## src/rtl/parse_pkg.sv

```systemverilog
// Shared definitions for the parse stage: slot layout, constants
// and the slot field decoder.
package parse_pkg;

    localparam int BUNDLE_W = 60;
    localparam int SLOT_W   = 30;

    localparam int FMT_BIT  = 29;
    localparam int BR_BIT   = 28;
    localparam int OP_HI    = 27;
    localparam int OP_LO    = 21;
    localparam int PRIM_HI  = 20;
    localparam int PRIM_LO  = 16;
    localparam int SEC_HI   = 15;
    localparam int SEC_LO   = 11;
    localparam int IMM_HI   = 15;
    localparam int IMM_LO   = 0;

    localparam logic [SLOT_W-1:0] NOP_SLOT = '0;

    localparam logic FORMAT_REG_IMM = 1'b1;
    localparam logic FORMAT_REG_REG = 1'b0;

    typedef enum logic {
        SLOT0 = 1'b0,
        SLOT1 = 1'b1
    } slot_state_e;

    typedef struct packed {
        logic       fmt;
        logic       branch;
        logic [6:0] opcode;
        logic [4:0] prim;
        logic [4:0] sec;
        logic [15:0] imm;
    } dec_t;

    function automatic dec_t decode_slot(
        input logic [SLOT_W-1:0] s
    );
        dec_t d;
        d.fmt    = s[FMT_BIT];
        d.branch = s[BR_BIT];
        d.opcode = s[OP_HI:OP_LO];
        d.prim   = s[PRIM_HI:PRIM_LO];
        if (d.fmt == FORMAT_REG_IMM) begin
            d.sec = '0;
            d.imm = s[IMM_HI:IMM_LO];
        end else begin
            d.sec = s[SEC_HI:SEC_LO];
            d.imm = '0;
        end
        return d;
    endfunction

endpackage

```

## src/rtl/parse_unit_if.sv

```systemverilog
// Fetch-side and issue-side signals of the parse stage.
// slave is the parse unit's view, master the surrounding pipeline's.
interface parse_unit_if #(
    parameter int PC_W = 16
);

    logic            flush_i;
    logic            enable_i;
    logic [PC_W-1:0] pc_i;
    logic [59:0]     data_i;
    logic            stall_i;

    logic            stall_o;
    logic            overflow_o;
    logic            enable_o;
    logic [PC_W-1:0] pc_o;
    logic            slot_o;
    logic            format_o;
    logic            branch_o;
    logic [6:0]      opcode_o;
    logic [4:0]      primReg_o;
    logic [4:0]      secReg_o;
    logic [15:0]     imm_o;

    modport slave (
        input  flush_i,
        input  enable_i,
        input  pc_i,
        input  data_i,
        input  stall_i,
        output stall_o,
        output overflow_o,
        output enable_o,
        output pc_o,
        output slot_o,
        output format_o,
        output branch_o,
        output opcode_o,
        output primReg_o,
        output secReg_o,
        output imm_o
    );

    modport master (
        output flush_i,
        output enable_i,
        output pc_i,
        output data_i,
        output stall_i,
        input  stall_o,
        input  overflow_o,
        input  enable_o,
        input  pc_o,
        input  slot_o,
        input  format_o,
        input  branch_o,
        input  opcode_o,
        input  primReg_o,
        input  secReg_o,
        input  imm_o
    );

endinterface

```

## src/rtl/bundle_fifo.sv

```systemverilog
// Synchronous bundle FIFO; the caller decides when push/pop are legal.
// Occupancy is one bit wider than the pointers so full is distinct.
module bundle_fifo #(
    parameter int DEPTH = 4,
    parameter int W     = 76,
    localparam int AW   = $clog2(DEPTH),
    localparam int CW   = AW + 1
) (
    input  logic          clock_i,
    input  logic          reset_i,
    input  logic          clear,
    input  logic          push,
    input  logic          pop,
    input  logic [W-1:0]  wdata,
    output logic [W-1:0]  rdata,
    output logic          full,
    output logic          empty,
    output logic [CW-1:0] count
);

    logic [W-1:0]  mem [DEPTH];
    logic [AW-1:0] wr_ptr;
    logic [AW-1:0] rd_ptr;

    assign rdata = mem[rd_ptr];
    assign full  = (count == CW'(DEPTH));
    assign empty = (count == '0);

    always_ff @(posedge clock_i) begin
        if (push) begin
            mem[wr_ptr] <= wdata;
        end
    end

    always_ff @(posedge clock_i) begin
        if (!reset_i || clear) begin
            wr_ptr <= '0;
            rd_ptr <= '0;
            count  <= '0;
        end else begin
            if (push) begin
                wr_ptr <= wr_ptr + 1'b1;
            end
            if (pop) begin
                rd_ptr <= rd_ptr + 1'b1;
            end
            count <= count + CW'(push) - CW'(pop);
        end
    end

endmodule

```

## src/rtl/parse_unit.sv

```systemverilog
// Parse stage: buffers fetch bundles, splits them into two slots,
// skips NOP slots and issues one decoded instruction per cycle.
module parse_unit
    import parse_pkg::*;
#(
    parameter int DEPTH = 4,
    parameter int PC_W  = 16
) (
    input logic         clock_i,
    input logic         reset_i,
    parse_unit_if.slave bus
);

    localparam int CW = $clog2(DEPTH) + 1;
    localparam int FW = PC_W + BUNDLE_W;

    logic [FW-1:0]     head;
    logic              full;
    logic              empty;
    logic [CW-1:0]     count;
    logic [CW-1:0]     count_nx;

    slot_state_e       state;
    slot_state_e       state_nx;

    logic [SLOT_W-1:0] s0;
    logic [SLOT_W-1:0] s1;
    logic [PC_W-1:0]   head_pc;
    logic              active;
    logic              take0;
    logic              take1;
    logic              issue;
    logic              sel1;
    logic              pop;
    logic              accept;
    logic              drop;
    dec_t              dec;

    assign head_pc = head[BUNDLE_W +: PC_W];
    assign s0      = head[SLOT_W +: SLOT_W];
    assign s1      = head[0 +: SLOT_W];

    assign active = !bus.flush_i
                 && !bus.stall_i
                 && !empty;
    assign take0  = active
                 && (state == SLOT0)
                 && (s0 != NOP_SLOT);
    assign take1  = active && !take0;

    // A full FIFO still takes a bundle when the head pops this edge
    assign accept = bus.enable_i && !bus.flush_i
                 && (!full || pop);
    assign drop   = bus.enable_i && !bus.flush_i
                 && full && !pop;

    assign count_nx = count + CW'(accept)
                    - CW'(pop);

    bundle_fifo #(
        .DEPTH (DEPTH),
        .W     (FW)
    ) u_fifo (
        .clock_i (clock_i),
        .reset_i (reset_i),
        .clear   (bus.flush_i),
        .push    (accept),
        .pop     (pop),
        .wdata   ({bus.pc_i, bus.data_i}),
        .rdata   (head),
        .full    (full),
        .empty   (empty),
        .count   (count)
    );

    always_ff @(posedge clock_i) begin
        if (!reset_i) begin
            state <= SLOT0;
        end else if (bus.flush_i) begin
            state <= SLOT0;
        end else begin
            state <= state_nx;
        end
    end

    always_comb begin
        state_nx = state;
        unique case (1'b1)
            take0:   state_nx = SLOT1;
            take1:   state_nx = SLOT0;
            default: state_nx = state;
        endcase
    end

    always_comb begin
        issue = 1'b0;
        sel1  = 1'b0;
        pop   = 1'b0;
        unique case (1'b1)
            take0: issue = 1'b1;
            take1: begin
                issue = (s1 != NOP_SLOT);
                sel1  = 1'b1;
                pop   = 1'b1;
            end
            default: ;
        endcase
    end

    assign dec = decode_slot(sel1 ? s1 : s0);

    always_ff @(posedge clock_i) begin
        if (!reset_i) begin
            bus.stall_o    <= 1'b0;
            bus.overflow_o <= 1'b0;
            bus.enable_o   <= 1'b0;
            bus.pc_o       <= '0;
            bus.slot_o     <= 1'b0;
            bus.format_o   <= 1'b0;
            bus.branch_o   <= 1'b0;
            bus.opcode_o   <= '0;
            bus.primReg_o  <= '0;
            bus.secReg_o   <= '0;
            bus.imm_o      <= '0;
        end else begin
            if (drop) begin
                bus.overflow_o <= 1'b1;
            end
            if (bus.flush_i) begin
                bus.enable_o <= 1'b0;
                bus.stall_o  <= 1'b0;
            end else begin
                bus.stall_o <=
                    (count_nx >= CW'(DEPTH - 1));
                if (!bus.stall_i) begin
                    bus.enable_o <= issue;
                    if (issue) begin
                        bus.pc_o      <= head_pc;
                        bus.slot_o    <= sel1;
                        bus.format_o  <= dec.fmt;
                        bus.branch_o  <= dec.branch;
                        bus.opcode_o  <= dec.opcode;
                        bus.primReg_o <= dec.prim;
                        bus.secReg_o  <= dec.sec;
                        bus.imm_o     <= dec.imm;
                    end
                end
            end
        end
    end

endmodule

```

## src/flat_wrapper.sv

```systemverilog
// flat-port wrapper written by rule: the top's interface ports become plain ports
module parse_unit_flat import parse_pkg::*;
#(
    parameter int DEPTH = 4,
    parameter int PC_W  = 16
)
  (clock_i, reset_i, bus_flush_i, bus_enable_i, bus_pc_i, bus_data_i, bus_stall_i, bus_stall_o, bus_overflow_o, bus_enable_o, bus_pc_o, bus_slot_o, bus_format_o, bus_branch_o, bus_opcode_o, bus_primReg_o, bus_secReg_o, bus_imm_o);
  parse_unit_if #(.PC_W(PC_W)) bus_i ();
  input logic clock_i;
  input logic reset_i;
  input wire logic [$bits(bus_i.flush_i)-1:0] bus_flush_i;
  input wire logic [$bits(bus_i.enable_i)-1:0] bus_enable_i;
  input wire logic [$bits(bus_i.pc_i)-1:0] bus_pc_i;
  input wire logic [$bits(bus_i.data_i)-1:0] bus_data_i;
  input wire logic [$bits(bus_i.stall_i)-1:0] bus_stall_i;
  output wire logic [$bits(bus_i.stall_o)-1:0] bus_stall_o;
  output wire logic [$bits(bus_i.overflow_o)-1:0] bus_overflow_o;
  output wire logic [$bits(bus_i.enable_o)-1:0] bus_enable_o;
  output wire logic [$bits(bus_i.pc_o)-1:0] bus_pc_o;
  output wire logic [$bits(bus_i.slot_o)-1:0] bus_slot_o;
  output wire logic [$bits(bus_i.format_o)-1:0] bus_format_o;
  output wire logic [$bits(bus_i.branch_o)-1:0] bus_branch_o;
  output wire logic [$bits(bus_i.opcode_o)-1:0] bus_opcode_o;
  output wire logic [$bits(bus_i.primReg_o)-1:0] bus_primReg_o;
  output wire logic [$bits(bus_i.secReg_o)-1:0] bus_secReg_o;
  output wire logic [$bits(bus_i.imm_o)-1:0] bus_imm_o;
  assign bus_i.flush_i = bus_flush_i;
  assign bus_i.enable_i = bus_enable_i;
  assign bus_i.pc_i = bus_pc_i;
  assign bus_i.data_i = bus_data_i;
  assign bus_i.stall_i = bus_stall_i;
  assign bus_stall_o = bus_i.stall_o;
  assign bus_overflow_o = bus_i.overflow_o;
  assign bus_enable_o = bus_i.enable_o;
  assign bus_pc_o = bus_i.pc_o;
  assign bus_slot_o = bus_i.slot_o;
  assign bus_format_o = bus_i.format_o;
  assign bus_branch_o = bus_i.branch_o;
  assign bus_opcode_o = bus_i.opcode_o;
  assign bus_primReg_o = bus_i.primReg_o;
  assign bus_secReg_o = bus_i.secReg_o;
  assign bus_imm_o = bus_i.imm_o;
  parse_unit #(.DEPTH(DEPTH), .PC_W(PC_W)) u_core (.clock_i(clock_i), .reset_i(reset_i), .bus(bus_i));
endmodule
```

## config.mk

```make
export PLATFORM = sky130hd
export DESIGN_NAME = parse_unit_flat
export DESIGN_NICKNAME = d
export VERILOG_FILES = /design/src/rtl/parse_pkg.sv /design/src/rtl/parse_unit_if.sv /design/src/rtl/bundle_fifo.sv /design/src/rtl/parse_unit.sv /design/src/flat_wrapper.sv
export SDC_FILE = /design/constraint.sdc
export NUM_CORES = 1
export LEC_CHECK = 0
export ABC_AREA = 1
export CORE_ASPECT_RATIO = 0.9
export CORE_UTILIZATION = 40
export DETAILED_ROUTE_END_ITERATION = 8
export GPL_TIMING_DRIVEN = 0
export PLACE_DENSITY = 0.68
export SLEW_MARGIN = 20
export SYNTH_ARGS = -nofsm -noshare
export SYNTH_HDL_FRONTEND = slang
export SYNTH_HIERARCHICAL = 1
export SYNTH_SLANG_ARGS = --single-unit
```

## constraint.sdc

```tcl
create_clock -name clock_i -period 8.7 [get_ports clock_i]
set_input_delay 0.87 -clock clock_i [delete_from_list [all_inputs] [get_ports clock_i]]
set_output_delay 0.87 -clock clock_i [all_outputs]
set_load 0.005 [all_outputs]
```

# Word level (Yosys, flattened, before mapping)
# Memory sizes are Yosys's and may differ from the RTL's. A register that Yosys moved wholly into a read port is not among the register bits.
# Cells that the tools add are included.
# classes
n_addsub	4
n_lt_le_gt_ge	1
n_eq_ne	1
mux	9
bitwise_logic	4
reduce_logical	24
# ops
cell	count
30-bit nonzero test	2
30-bit two-way mux	1
21-bit two-way mux	1
1-bit logical AND	9
1-bit logical NOT	7
2-bit by 1-bit adder with 2-bit output, second input constant	2
2-bit two-way mux	2
1-bit NOT	4
1-bit one-hot mux with 2 select lines	2
3-bit by 1-bit adder with 3-bit output	1
3-bit equality test, second input constant	1
3-bit by 2-bit greater-or-equal comparator with 1-bit output, second input constant	1
3-bit logical NOT	1
1-bit two-way mux	3
3-bit AND reduction	1
3-bit by 1-bit subtractor with 3-bit output	1
1-bit logical OR	2
2-bit nonzero test	1
2-bit OR reduction	1
# word_totals
ff_bits	63
ram_bits	304
input_bits	81
out_inout_bits	55
word_cells	59
mem_count	1
# memory_table
memory	words	word_bits	read_ports	rd_ports_with_merged_regs	write_ports	line	rtl
u_core.u_fifo.mem	4	76	1	1	1	bundle_fifo.sv:21	logic [W-1:0] mem [DEPTH];

# Longest topological paths before layout
# Gate-level depths: netlist (run 1).
# logic_depth
ltp_word	13
ltp_mapped	24
ltp_nobuf	21

# Hierarchy
# Netlist (run 1), hierarchy kept.
# modules_own_cells
module	instances	cells_per_inst	area_per_inst_um2	seq_area_each_um2
bundle_fifo	1	944	12482.0	9308.9
parse_unit	1	439	2880.3	1121.1

# Worst setup path after synthesis (run 1)
# Ideal clock, no wire load.
# synth_path
kind	register to register
from	register with a tool-made name
to	memory u_core.u_fifo.mem[0][0] (enable)
setup_ns	0.430
t_arrival_ns	3.627
t_required_ns	8.270
path_slack_ns	4.643
stages_incl_launch_ff	17
path_buffers	4
synth_period_minus_slack_ns	4.057
cell_sequence	dfxtp_1 buf_6 buf_6 buf_6 o211ai_1 nand2_1 or2_1 nor2_1 nand2_1 o21ai_4 nand2_4 buf_2 nand2_1 nand3_1 inv_1 nand2_1 inv_1
# synth_rtl
item	line
to (decl)	bundle_fifo.sv:21

==> results of run 1 <==
==> power breakdown <==
part           switching [mW]  internal [mW]
combinational           0.111         0.0816
sequential             0.0126           1.95
clock                   0.648          0.961
==> flip-flops by register name, summed over array words and instances (netlist names), named ones only <==
name                   cells
u_core/bus.opcode_o        7
u_core/bus.primReg_o       5
u_core/bus.format_o        1
u_core/state               1
u_core/bus.overflow_o      1
u_core/u_fifo/count        3
u_core/u_fifo/mem        304
u_core/bus.imm_o          16
u_core/u_fifo/wr_ptr       2
u_core/u_fifo/rd_ptr       2
u_core/bus.enable_o        1
u_core/bus.secReg_o        5
u_core/bus.branch_o        1
u_core/bus.stall_o         1
u_core/bus.pc_o           16
u_core/bus.slot_o          1
==> final cells by class <==
class                           instances  area [um2]  share of cell area (%)
Sequential cell                       369       10400                    55.8
Buffer                                 75         568                    3.04
Clock inverter                         15         123                   0.656
Inverter                              210         801                    4.28
Tap cell                              483         604                    3.23
Clock buffer                           55        1130                    6.04
Timing Repair Buffer                  139        1460                    7.82
Multi-Input combinational cell        729        3580                    19.1
==> cells in the mapped netlist <==
master,n,area (um2)
sky130_fd_sc_hd__clkbuf_1,12,45.0
sky130_fd_sc_hd__nor3_1,2,10.0
sky130_fd_sc_hd__ha_1,8,100
sky130_fd_sc_hd__a21oi_2,2,17.5
sky130_fd_sc_hd__buf_12,1,20.0
sky130_fd_sc_hd__or2_2,1,6.26
sky130_fd_sc_hd__nand2_1,298,1120
sky130_fd_sc_hd__nand2_2,2,12.5
sky130_fd_sc_hd__o21ai_1,71,355
sky130_fd_sc_hd__xor2_1,1,8.76
sky130_fd_sc_hd__nand3_1,43,215
sky130_fd_sc_hd__o211ai_2,10,125
sky130_fd_sc_hd__nand2_4,2,22.5
sky130_fd_sc_hd__buf_6,26,293
sky130_fd_sc_hd__o21ai_4,1,16.3
sky130_fd_sc_hd__o21ai_0,38,190
sky130_fd_sc_hd__buf_2,21,105
sky130_fd_sc_hd__a21oi_1,102,510
sky130_fd_sc_hd__nor2_1,70,263
sky130_fd_sc_hd__o211ai_1,68,510
sky130_fd_sc_hd__inv_2,2,7.51
sky130_fd_sc_hd__edfxtp_1,304,9130
sky130_fd_sc_hd__dfxtp_1,65,1300
sky130_fd_sc_hd__nand4_1,5,31.3
sky130_fd_sc_hd__a21boi_0,1,7.51
sky130_fd_sc_hd__inv_1,208,781
sky130_fd_sc_hd__or2_1,1,6.26
sky130_fd_sc_hd__a22o_1,1,8.76
sky130_fd_sc_hd__buf_4,13,97.6
sky130_fd_sc_hd__fa_1,2,40.0
sky130_fd_sc_hd__buf_1,2,7.51
==> path summary, 6_finish.rpt <==
check                                        from  slack, ns                             to  cells past startpoint
max                                      register       4.59  u_core/bus.stall_o$_SDFF_PP0_                     21
min          u_core/u_fifo/rd_ptr[1]$_SDFFE_PP0P_       0.48                       register                      2
max reg2reg                              register       4.59  u_core/bus.stall_o$_SDFF_PP0_                     21
min reg2reg  u_core/u_fifo/rd_ptr[1]$_SDFFE_PP0P_       0.48                       register                      2
==> worst reg2reg max path, stage by stage (launching register included) <==
cell and delay (ns):
sky130_fd_sc_hd__dfxtp_1 0.32, sky130_fd_sc_hd__buf_6 0.18, sky130_fd_sc_hd__clkbuf_1 0.49, sky130_fd_sc_hd__a21oi_1 0.12, sky130_fd_sc_hd__o21ai_1 0.12, sky130_fd_sc_hd__nand2_1 0.09
sky130_fd_sc_hd__nor2_1 0.12, sky130_fd_sc_hd__nand2_1 0.08, sky130_fd_sc_hd__nor2_1 0.11, sky130_fd_sc_hd__nand2_1 0.12, sky130_fd_sc_hd__o21ai_4 0.26, sky130_fd_sc_hd__nand2_4 0.15
sky130_fd_sc_hd__buf_2 0.24, sky130_fd_sc_hd__nand2_1 0.09, sky130_fd_sc_hd__nand3_1 0.10, sky130_fd_sc_hd__ha_1 0.29, sky130_fd_sc_hd__inv_1 0.04, sky130_fd_sc_hd__ha_1 0.18
sky130_fd_sc_hd__fa_1 0.46, sky130_fd_sc_hd__a22o_1 0.23, sky130_fd_sc_hd__o21ai_0 0.16, sky130_fd_sc_hd__inv_1 0.05
==> routing by layer <==
metal  routed length, um  share of wire [%]
met5                  11              0.029
met4                 944                2.4
met3                3120                8.1
met2               17800                 46
met1               16700                 43
==> through the flow <==
| stage | util, % | cells | instance area, um2 | hold WS [ns] |
|---|---|---|---|---|
| 2_1_floorplan | - | 1383 | 15400 | 0.436 |
| 3_3_place_gp | 46.1 | 2001 | 17300 | 0.448 |
| 3_5_place_dp | 46.4 | 2005 | 17400 | 0.465 |
| 4_1_cts | 49.8 | 2075 | 18700 | 0.475 |
| 5_1_grt | 49.8 | 2075 | 18700 | 0.490 |
| 6_report | 49.8 | 2075 | 18700 | 0.476 |
==> cells by family after synthesis <==
group                      after synthesis  synth area share, %
AOI/OAI and AO/OA                      294                 11.3
adders and majority gates               10                0.912
xor gates and xnor gates                 1               0.0570
and+or+nand+nor                        424                 11.0
DFF                                    369                 67.9
buffers and inverters                  285                 8.83
==> metrics.log, run 1 <==
[metrics] total global-route track usage: approximately a fifth
[metrics] final-report setup violation count: 0
[metrics] clk slew on worst S/H paths: ~0.06 ns
[metrics] CP dominant cell by count: sky130_fd_sc_hd__nand2_1
[metrics] starting density of the core: about two fifths
[metrics] post_cts resized: 0
[metrics] status: finished clean
[metrics] clock tree from TritonCTS: built
[metrics] most frequent cells in the layout: 304 x sky130_fd_sc_hd__edfxtp_1, 298 x sky130_fd_sc_hd__nand2_1, 204 x sky130_fd_sc_hd__inv_1
[metrics] diode count: 0
[metrics] family of cells with the greatest summed delay on the critical path: buffers and inverters
[metrics] total congestion overflow after global routing: 0
[metrics] power density over cell area: just over 200 nW/um2
[metrics] Final Net Count: 1653
[metrics] syn nets: around 1500
[metrics] unrepaired setup endpoints after global routing: no
[metrics] maximum buffer depth of the clock tree: 3
[metrics] total CTS buffers: 38
[metrics] DRT Pass-1 Iters: 5
[metrics] Final Hold Vio Count: 0
[metrics] maximum clock frequency: ~0.24 GHz
[metrics] global-route met2 utilization: between 30 and 40%
[metrics] pin count of the biggest net entering global routing: 47
[metrics] gr busiest metal: met2
[metrics] placed wire-length estimate after detailed placement: ~26000 um
[metrics] Hold/Removal Path Class: reg2reg
[metrics] CP Class: reg2reg
[metrics] Yosys Warn Count: 6
[metrics] H-tree level count: 2
[metrics] Yosys reg bits: between 300 and 400
[metrics] combined area of all synthesized cells: between 15000 and 20000 um2
[metrics] clock period minus worst slack: 4.11 ns
[metrics] highest cell delay on the worst timing path: around 0.49 ns
[metrics] Critical Path Slowest Stage Cell: sky130_fd_sc_hd__clkbuf_1
[metrics] biggest fanout along the worst timing path: 10
[metrics] clock latency on the worst-skew pair: 0.54 ns
[metrics] count of distinct cell types in the synthesized netlist: 31
[metrics] Clock Skew: approximately 0.018 ns
[metrics] Via-to-Cell Ratio: between 5 and 6
[metrics] total clock sinks: approximately 370
[metrics] CTS Root Cell: sky130_fd_sc_hd__clkbuf_16
[metrics] Post-CTS Setup Inserts: 0
[metrics] detail-routed net length per standard cell: 18.6 um
[metrics] Iteration-0 DRC Markers: about 900
[metrics] Lkg Pwr: ~7 nW
[metrics] Core ar.: roughly 38000 um2
[metrics] worst-case setup margin in the final layout: about 4.6 ns
[metrics] via count of the first global-routing pass: 10153
[metrics] floorplan die width: approximately 210 um
[metrics] number of antenna violations at the first check in global routing: 2
[metrics] Cells after Synth: 1383
[metrics] Avg Inst Size Synth: roughly 11 um2
[metrics] Worst IR Drop VDD: roughly 0.13 mV
[metrics] number of placement rows: 67
[metrics] Top-Level Pins: 136
[metrics] slew margin rel.: between 40% and 50%
[metrics] WP data arrival: 4.53 ns
[metrics] WL final: 38500 um
[metrics] Worst setup EP type: register
[metrics] fraction of the yosys area taken by sequential cells: around 68%
[metrics] post-detailed-route count of antenna-violating nets: 0
[metrics] number of I/O port buffers: roughly 140
[metrics] portion of the clock cycle consumed by the worst path in the final layout: a little under half
[metrics] total power: approximately 3.8 mW
[metrics] share of cells above drive strength 1: 9.05%
[metrics] setup TNS after final layout: 0 ns
[metrics] cts hold-fix bufs: 0
[metrics] filler instances: about 3300
[metrics] DRC violations left: 0
[metrics] most common cell after layout, fill and taps aside: sky130_fd_sc_hd__edfxtp_1
[metrics] last weighted congestion value of the routability-driven placer: approximately 0.86
[metrics] Die H: ~190 um
[metrics] worst-path cell chain: buf_6, clkbuf_1, a21oi_1, o21ai_1, nand2_1, nor2_1, nand2_1, nor2_1, nand2_1, o21ai_4, nand2_4, buf_2, nand2_1, nand3_1, ha_1, inv_1, ha_1, fa_1, a22o_1, o21ai_0, inv_1
[metrics] global-route wire length before repair: approximately 58000 um
[metrics] startpoint type of the worst setup path: register
[metrics] pre-CTS setup slack: 4.67 ns
[metrics] slew of the pin with the lowest slew margin: between 0.8 and 0.9 ns
[metrics] M3 GR Usage: under 10%
[metrics] met1 layer usage reported by global route: 27.2%
[metrics] Area Growth Syn to Fin: 21.7%
[metrics] worst path required time: approximately 9 ns
[metrics] number of pins exceeding their max-slew limit in the final report: 0
[metrics] DIE AREA: roughly 39000 um2
[metrics] number of max-cap violations: 0
[metrics] sum of buffers and inverters on the critical path: 5
[metrics] via count: roughly 11000
No activity file was read; power rests on OpenSTA's default activity.
==> run 2, diff against run 1 <==
PLACE_DENSITY = 0.7   (was 0.68)
clock period = 3.35 ns   (was 8.7 ns; I/O delays follow)
==> metrics.log, run 2 (synthesis gave the netlist of run 1 again) <==
[metrics] status: finished, violations left
[metrics] violated checks: setup timing
[metrics] number of placement rows: between 60 and 70
[metrics] Worst setup EP type: register
[metrics] final worst hold slack: around 0.45 ns
[metrics] post-detailed-route count of antenna-violating nets: 0
[metrics] share of cells above drive strength 1: ~14%
[metrics] number of max-cap violations: 0
[metrics] via count of the first global-routing pass: around 11000
[metrics] number of I/O port buffers: ~140
[metrics] max FFs per register: 304
[metrics] number of pins exceeding their max-slew limit in the final report: 0
[metrics] register with the most flip-flops: u_core/u_fifo/mem
[metrics] CP Class: reg2reg
[metrics] H-tree level count: 2
[metrics] unrepaired setup endpoints after global routing: yes
[metrics] slew margin rel.: between 40% and 50%
[metrics] Hold/Removal Path Class: in2reg
[metrics] clock period minus worst slack: roughly 3.5 ns
[metrics] cts hold-fix bufs: 0
[metrics] Iteration-0 DRC Markers: 1337
[metrics] total congestion overflow after global routing: 0
[metrics] last weighted congestion value of the routability-driven placer: ~0.86
[metrics] portion of the clock cycle consumed by the worst path in the final layout: 104%
[metrics] placed cells: about 2000
[metrics] worst-case setup margin in the final layout: -0.132 ns
[metrics] power density over cell area: 495 nW/um2
[metrics] DRC violations left: 0
[metrics] maximum clock frequency: between 0.2 and 0.3 GHz
[metrics] total CTS buffers: 37
[metrics] most common cell after layout, fill and taps aside: sky130_fd_sc_hd__edfxtp_1
[metrics] WL final: between 40000 and 50000 um
[metrics] total clock sinks: around 370
[metrics] worst path required time: 3.76 ns
[metrics] floorplan die width: between 200 and 250 um
[metrics] Clock Skew: between 0.015 and 0.02 ns
[metrics] largest registers in the final layout: u_core/u_fifo/mem (304), u_core/bus.imm_o (16), u_core/bus.pc_o (16)
[metrics] Lkg Pwr: 7.52 nW
[metrics] most frequent cells in the layout: 304 x sky130_fd_sc_hd__edfxtp_1, 291 x sky130_fd_sc_hd__nand2_1, 201 x sky130_fd_sc_hd__inv_1
[metrics] number of antenna violations at the first check in global routing: 4
[metrics] global-route wire length before repair: roughly 61000 um
[metrics] CTS Root Cell: sky130_fd_sc_hd__clkbuf_16
[metrics] Core ar.: roughly 38000 um2
[metrics] starting density of the core: approximately 40%
[metrics] clock tree from TritonCTS: built
[metrics] Top-Level Pins: roughly 140
[metrics] placed wire-length estimate after detailed placement: 26600 um
[metrics] slew of the pin with the lowest slew margin: ~0.86 ns
[metrics] maximum buffer depth of the clock tree: 3
[metrics] via count: about 11000
[metrics] pre-CTS setup slack: -0.697 ns
[metrics] Die H: between 150 and 200 um
[metrics] clock latency on the worst-skew pair: around 0.52 ns
[metrics] post-route insts no fill: between 2000 and 2500
[metrics] DIE AREA: between 30000 and 40000 um2
[metrics] WP data arrival: around 3.9 ns
[metrics] Via-to-Cell Ratio: 5.22
[metrics] DRT Pass-1 Iters: 8
[metrics] Final Hold Vio Count: 0
[metrics] startpoint type of the worst setup path: register
[metrics] detail-routed net length per standard cell: between 15 and 20 um
[metrics] Worst IR Drop VDD: 0.332 mV
[metrics] biggest fanout along the worst timing path: 7
[metrics] clk slew on worst S/H paths: 0.06 ns
[metrics] pin count of the biggest net entering global routing: 29
[metrics] Area Growth Syn to Fin: 27.0%
[metrics] Final Net Count: between 1500 and 2000
[metrics] final-report setup violation count: 3
[metrics] total global-route track usage: between 20% and 30%
-- run 2: changes by cell type in the layout (fill, tap and decap cells not counted), sizes merged --
cell,before,now
bufinv,2,1
clkinv,11,5
clkbuf,67,75
diode,0,2
buf,67,130
clkinvlp,2,7
inv,210,207
-- run 2: per-stage QoR --
stage	utilization, %	setup TNS, ns	power (mW)	area (um2)
2_1_floorplan	-	0	5.40	15400
3_3_place_gp	46.2	-452.38	5.67	17300
3_5_place_dp	46.7	-122.70	5.69	17500
4_1_cts	50.9	-0.614	9.67	19100
5_1_grt	51.9	-6.46	9.95	19500
6_report	51.9	-0.226	9.65	19500
-- run 2: report_power, final --
group | switching (mW) | internal (mW)
sequential | 0.0343 | 5.06
clock | 1.65 | 2.34
combinational | 0.318 | 0.251
total | 2.00 | 7.65
-- run 2: cell type report --
class / instances / area, um2
clock inverter: 7 / 61.3
antenna: 2 / 5.00
timing repair buffer: 208 / 2090
fill: 3164 / 18000
inverter: 210 / 803
buffer: 72 / 707
multi-input combinational: 729 / 3670
clock buffer: 60 / 1110
sequential: 369 / 10400
timing repair inverter: 3 / 20.0
tap: 483 / 604
-- run 2: worst max-delay path, cell delays in order, from the launching register on --
cell and delay, ns:
sky130_fd_sc_hd__dfxtp_4 0.39, sky130_fd_sc_hd__buf_12 0.16, sky130_fd_sc_hd__buf_12 0.14, sky130_fd_sc_hd__o211ai_1 0.21
sky130_fd_sc_hd__nand2_1 0.12, sky130_fd_sc_hd__or2_1 0.26, sky130_fd_sc_hd__nor2_2 0.15, sky130_fd_sc_hd__nand2_2 0.09
sky130_fd_sc_hd__o21ai_4 0.17, sky130_fd_sc_hd__nand2_4 0.09, sky130_fd_sc_hd__buf_8 0.14, sky130_fd_sc_hd__nand2_4 0.06
sky130_fd_sc_hd__nand3_4 0.08, sky130_fd_sc_hd__ha_4 0.28, sky130_fd_sc_hd__inv_2 0.04, sky130_fd_sc_hd__ha_4 0.15
sky130_fd_sc_hd__fa_1 0.45, sky130_fd_sc_hd__a22o_1 0.23, sky130_fd_sc_hd__o21ai_1 0.13, sky130_fd_sc_hd__inv_1 0.04
-- run 2: metal layers --
metal	vias up	track usage, %	routed length, um
li1	5169	-	-
met4	4	7.35	1400
met1	5309	28.1	17200
met5	-	0.985	34
met3	112	4.32	3770
met2	591	32.1	19200
-- run 2: worst paths after layout --
check / start / to / slack [ns] / depth (start not counted)
max: register / u_core/bus.stall_o$_SDFF_PP0_ / -0.13 / 19
min: bus_pc_i[10] / u_core/u_fifo/mem[0][70]$_DFFE_PP_ / 0.45 / 1
max reg2reg: register / u_core/bus.stall_o$_SDFF_PP0_ / -0.13 / 19
min reg2reg: u_core/u_fifo/rd_ptr[1]$_SDFFE_PP0P_ / register / 0.46 / 2
-- run 2: what timing repair did --
action / 4_1_cts / 5_1_grt
setup endpoints to repair: 308 / 251
resized for setup: 35 / 60
buffers inserted: 38 / 27
cloned: 3 / 3
pin swaps: 8 / 32
==> run 3, diff against run 2 <==
GPL_ROUTABILITY_DRIVEN = 1   (was default)
SLEW_MARGIN = default   (was 20)
==> metrics.log, run 3 (synthesis gave the netlist of run 1 again) <==
[metrics] post-detailed-route count of antenna-violating nets: 0
[metrics] family of cells with the greatest summed delay on the critical path: adder cells
[metrics] violated checks: setup timing
[metrics] Area Growth Syn to Fin: 27.5%
[metrics] CP Class: reg2reg
[metrics] Worst setup EP type: register
[metrics] WP data arrival: 3.91 ns
[metrics] register with the most flip-flops: u_core/u_fifo/mem
[metrics] number of I/O port buffers: 135
[metrics] highest cell delay on the worst timing path: roughly 0.44 ns
[metrics] maximum buffer depth of the clock tree: 3
[metrics] worst-case setup margin in the final layout: -0.145 ns
[metrics] CTS Root Cell: sky130_fd_sc_hd__clkbuf_16
[metrics] startpoint type of the worst setup path: register
[metrics] total placed instance area: between 15000 and 20000 um2
[metrics] register area: between 10000 and 15000 um2
[metrics] share of cells above drive strength 1: 15.2%
[metrics] via count of the first global-routing pass: 10550
[metrics] number of pins exceeding their max-slew limit in the final report: 0
[metrics] Iteration-0 DRC Markers: around 1200
[metrics] number of placement rows: 67
[metrics] max FFs per register: a little over 300
[metrics] total power: roughly 9.8 mW
[metrics] Hold/Removal Path Class: in2reg
[metrics] total congestion overflow after global routing: 0
[metrics] DRC violations left: 0
[metrics] slew margin rel.: between 40% and 50%
[metrics] total clock sinks: ~370
[metrics] cts hold-fix bufs: 0
[metrics] floorplan die width: around 210 um
[metrics] Critical Path Slowest Stage Cell: sky130_fd_sc_hd__fa_1
[metrics] number of antenna violations at the first check in global routing: 4
[metrics] final non-filler cell area: 19600 um2
[metrics] pin count of the biggest net entering global routing: 36
[metrics] setup TNS after final layout: -0.201 ns
[metrics] Hold Startpoint: bus_data_i[41]
[metrics] Via-to-Cell Ratio: 5.19
[metrics] Core ar.: 37600 um2
[metrics] slew of the pin with the lowest slew margin: roughly 0.9 ns
[metrics] DIE AREA: about 39000 um2
[metrics] last weighted congestion value of the routability-driven placer: 0.862
[metrics] maximum clock frequency: 0.286 GHz
[metrics] biggest fanout along the worst timing path: 6
[metrics] clock tree from TritonCTS: built
[metrics] detail-routed net length per standard cell: between 15 and 20 um
[metrics] unrepaired setup endpoints after global routing: yes
[metrics] final worst hold slack: around 0.43 ns
[metrics] WL final: around 42000 um
[metrics] total CTS buffers: 37
[metrics] starting density of the core: 40.9%
[metrics] worst-path cell chain: buf_12, buf_12, buf_8, o211ai_1, nand2_1, nor2_1, nand2_1, nor2_2, nand2_2, o21ai_4, nand2_4, buf_8, nand2_4, nand3_4, ha_4, inv_2, ha_4, fa_1, a22o_1, o21ai_1, inv_1
[metrics] most frequent cells in the layout: 304 x sky130_fd_sc_hd__edfxtp_1, 292 x sky130_fd_sc_hd__nand2_1, 200 x sky130_fd_sc_hd__inv_1
[metrics] combined area of the multi-input logic cells: roughly 3700 um2
[metrics] largest registers in the final layout: u_core/u_fifo/mem (304), u_core/bus.imm_o (16), u_core/bus.pc_o (16)
[metrics] final-report setup violation count: 3
[metrics] Top-Level Pins: roughly 140
[metrics] number of max-cap violations: 0
[metrics] worst path required time: approximately 3.8 ns
[metrics] Worst IR Drop VDD: around 0.32 mV
[metrics] Die H: 188 um
[metrics] global-route wire length before repair: 61300 um
[metrics] status: finished, violations left
[metrics] portion of the clock cycle consumed by the worst path in the final layout: 104%
[metrics] total global-route track usage: between 20% and 30%
[metrics] power density over cell area: 499 nW/um2
[metrics] Lkg Pwr: 7.58 nW
[metrics] sum of buffers and inverters on the critical path: 6
[metrics] clock period minus worst slack: 3.49 ns
[metrics] via count: ~11000
[metrics] Final Net Count: roughly 1700
[metrics] Clock Skew: 0.0275 ns
[metrics] placed wire-length estimate after detailed placement: about 26000 um
[metrics] H-tree level count: 2
[metrics] filler instances: approximately 3200
[metrics] clk slew on worst S/H paths: approximately 0.060 ns
[metrics] most common cell after layout, fill and taps aside: sky130_fd_sc_hd__edfxtp_1
[metrics] clock latency on the worst-skew pair: about 0.54 ns
[metrics] DRT Pass-1 Iters: 6
[metrics] Final Hold Vio Count: 0
[run 3: power breakdown]
part | switching (mW) | leakage (nW) | internal [mW]
clock | 1.70 | 0.596 | 2.40
sequential | 0.0348 | 3.29 | 5.06
combinational | 0.319 | 3.70 | 0.258
[run 3: worst paths after layout]
check / to / slack (ns) / cells past startpoint
hold reg to reg: register / 0.48 / 2
setup / recovery: u_core/bus.stall_o$_SDFF_PP0_ / -0.14 / 21
setup reg to reg: u_core/bus.stall_o$_SDFF_PP0_ / -0.14 / 21
hold / removal: u_core/u_fifo/mem[2][41]$_DFFE_PP_ / 0.43 / 1
[run 3: timing repair]
item                                    in CTS  in global routing
pin swaps                                   19                 22
cloned                                       1                  2
hold endpoints to repair                     0                  0
endpoints found under the setup margin     308                244
buffers inserted                            36                 37
gates resized for setup                     56                 36
[run 3: cell type report]
type	count	share of cell area (%)
Buffer	74	3.58
Multi-Input combinational cell	729	18.9
Timing Repair inverter	1	0.0256
Inverter	210	4.13
Tap cell	483	3.09
Timing Repair Buffer	215	10.8
Sequential cell	369	53.3
Antenna cell	2	0.0256
Clock inverter	14	0.632
Clock buffer	54	5.53
[run 3: worst register-to-register path, stage by stage (launching register included)]
cell and delay [ns]:
sky130_fd_sc_hd__dfxtp_4 0.40, sky130_fd_sc_hd__buf_12 0.16, sky130_fd_sc_hd__buf_12 0.14, sky130_fd_sc_hd__buf_8 0.13, sky130_fd_sc_hd__o211ai_1 0.19, sky130_fd_sc_hd__nand2_1 0.11
sky130_fd_sc_hd__nor2_1 0.12, sky130_fd_sc_hd__nand2_1 0.08, sky130_fd_sc_hd__nor2_2 0.10, sky130_fd_sc_hd__nand2_2 0.10, sky130_fd_sc_hd__o21ai_4 0.19, sky130_fd_sc_hd__nand2_4 0.09
sky130_fd_sc_hd__buf_8 0.13, sky130_fd_sc_hd__nand2_4 0.06, sky130_fd_sc_hd__nand3_4 0.09, sky130_fd_sc_hd__ha_4 0.28, sky130_fd_sc_hd__inv_2 0.04, sky130_fd_sc_hd__ha_4 0.15
sky130_fd_sc_hd__fa_1 0.44, sky130_fd_sc_hd__a22o_1 0.22, sky130_fd_sc_hd__o21ai_1 0.12, sky130_fd_sc_hd__inv_1 0.05
[run 3: per-stage QoR]
stage	cells	setup WS, ns	utilization, %
6_report	2151	-0.145	52.1
5_1_grt	2151	-0.255	52.1
4_1_cts	2113	-0.142	51.1
2_1_floorplan	1383	0.0105	-
3_3_place_gp	2001	-1.50	46.2
3_5_place_dp	2009	-0.623	46.6
[run 3: per-layer routing]
metal  global-route usage (%)  wire, um
met1                     28.2     17100
met2                     32.6     19300
met3                     4.29      3700
met4                     7.15      1390
met5                    0.123       116
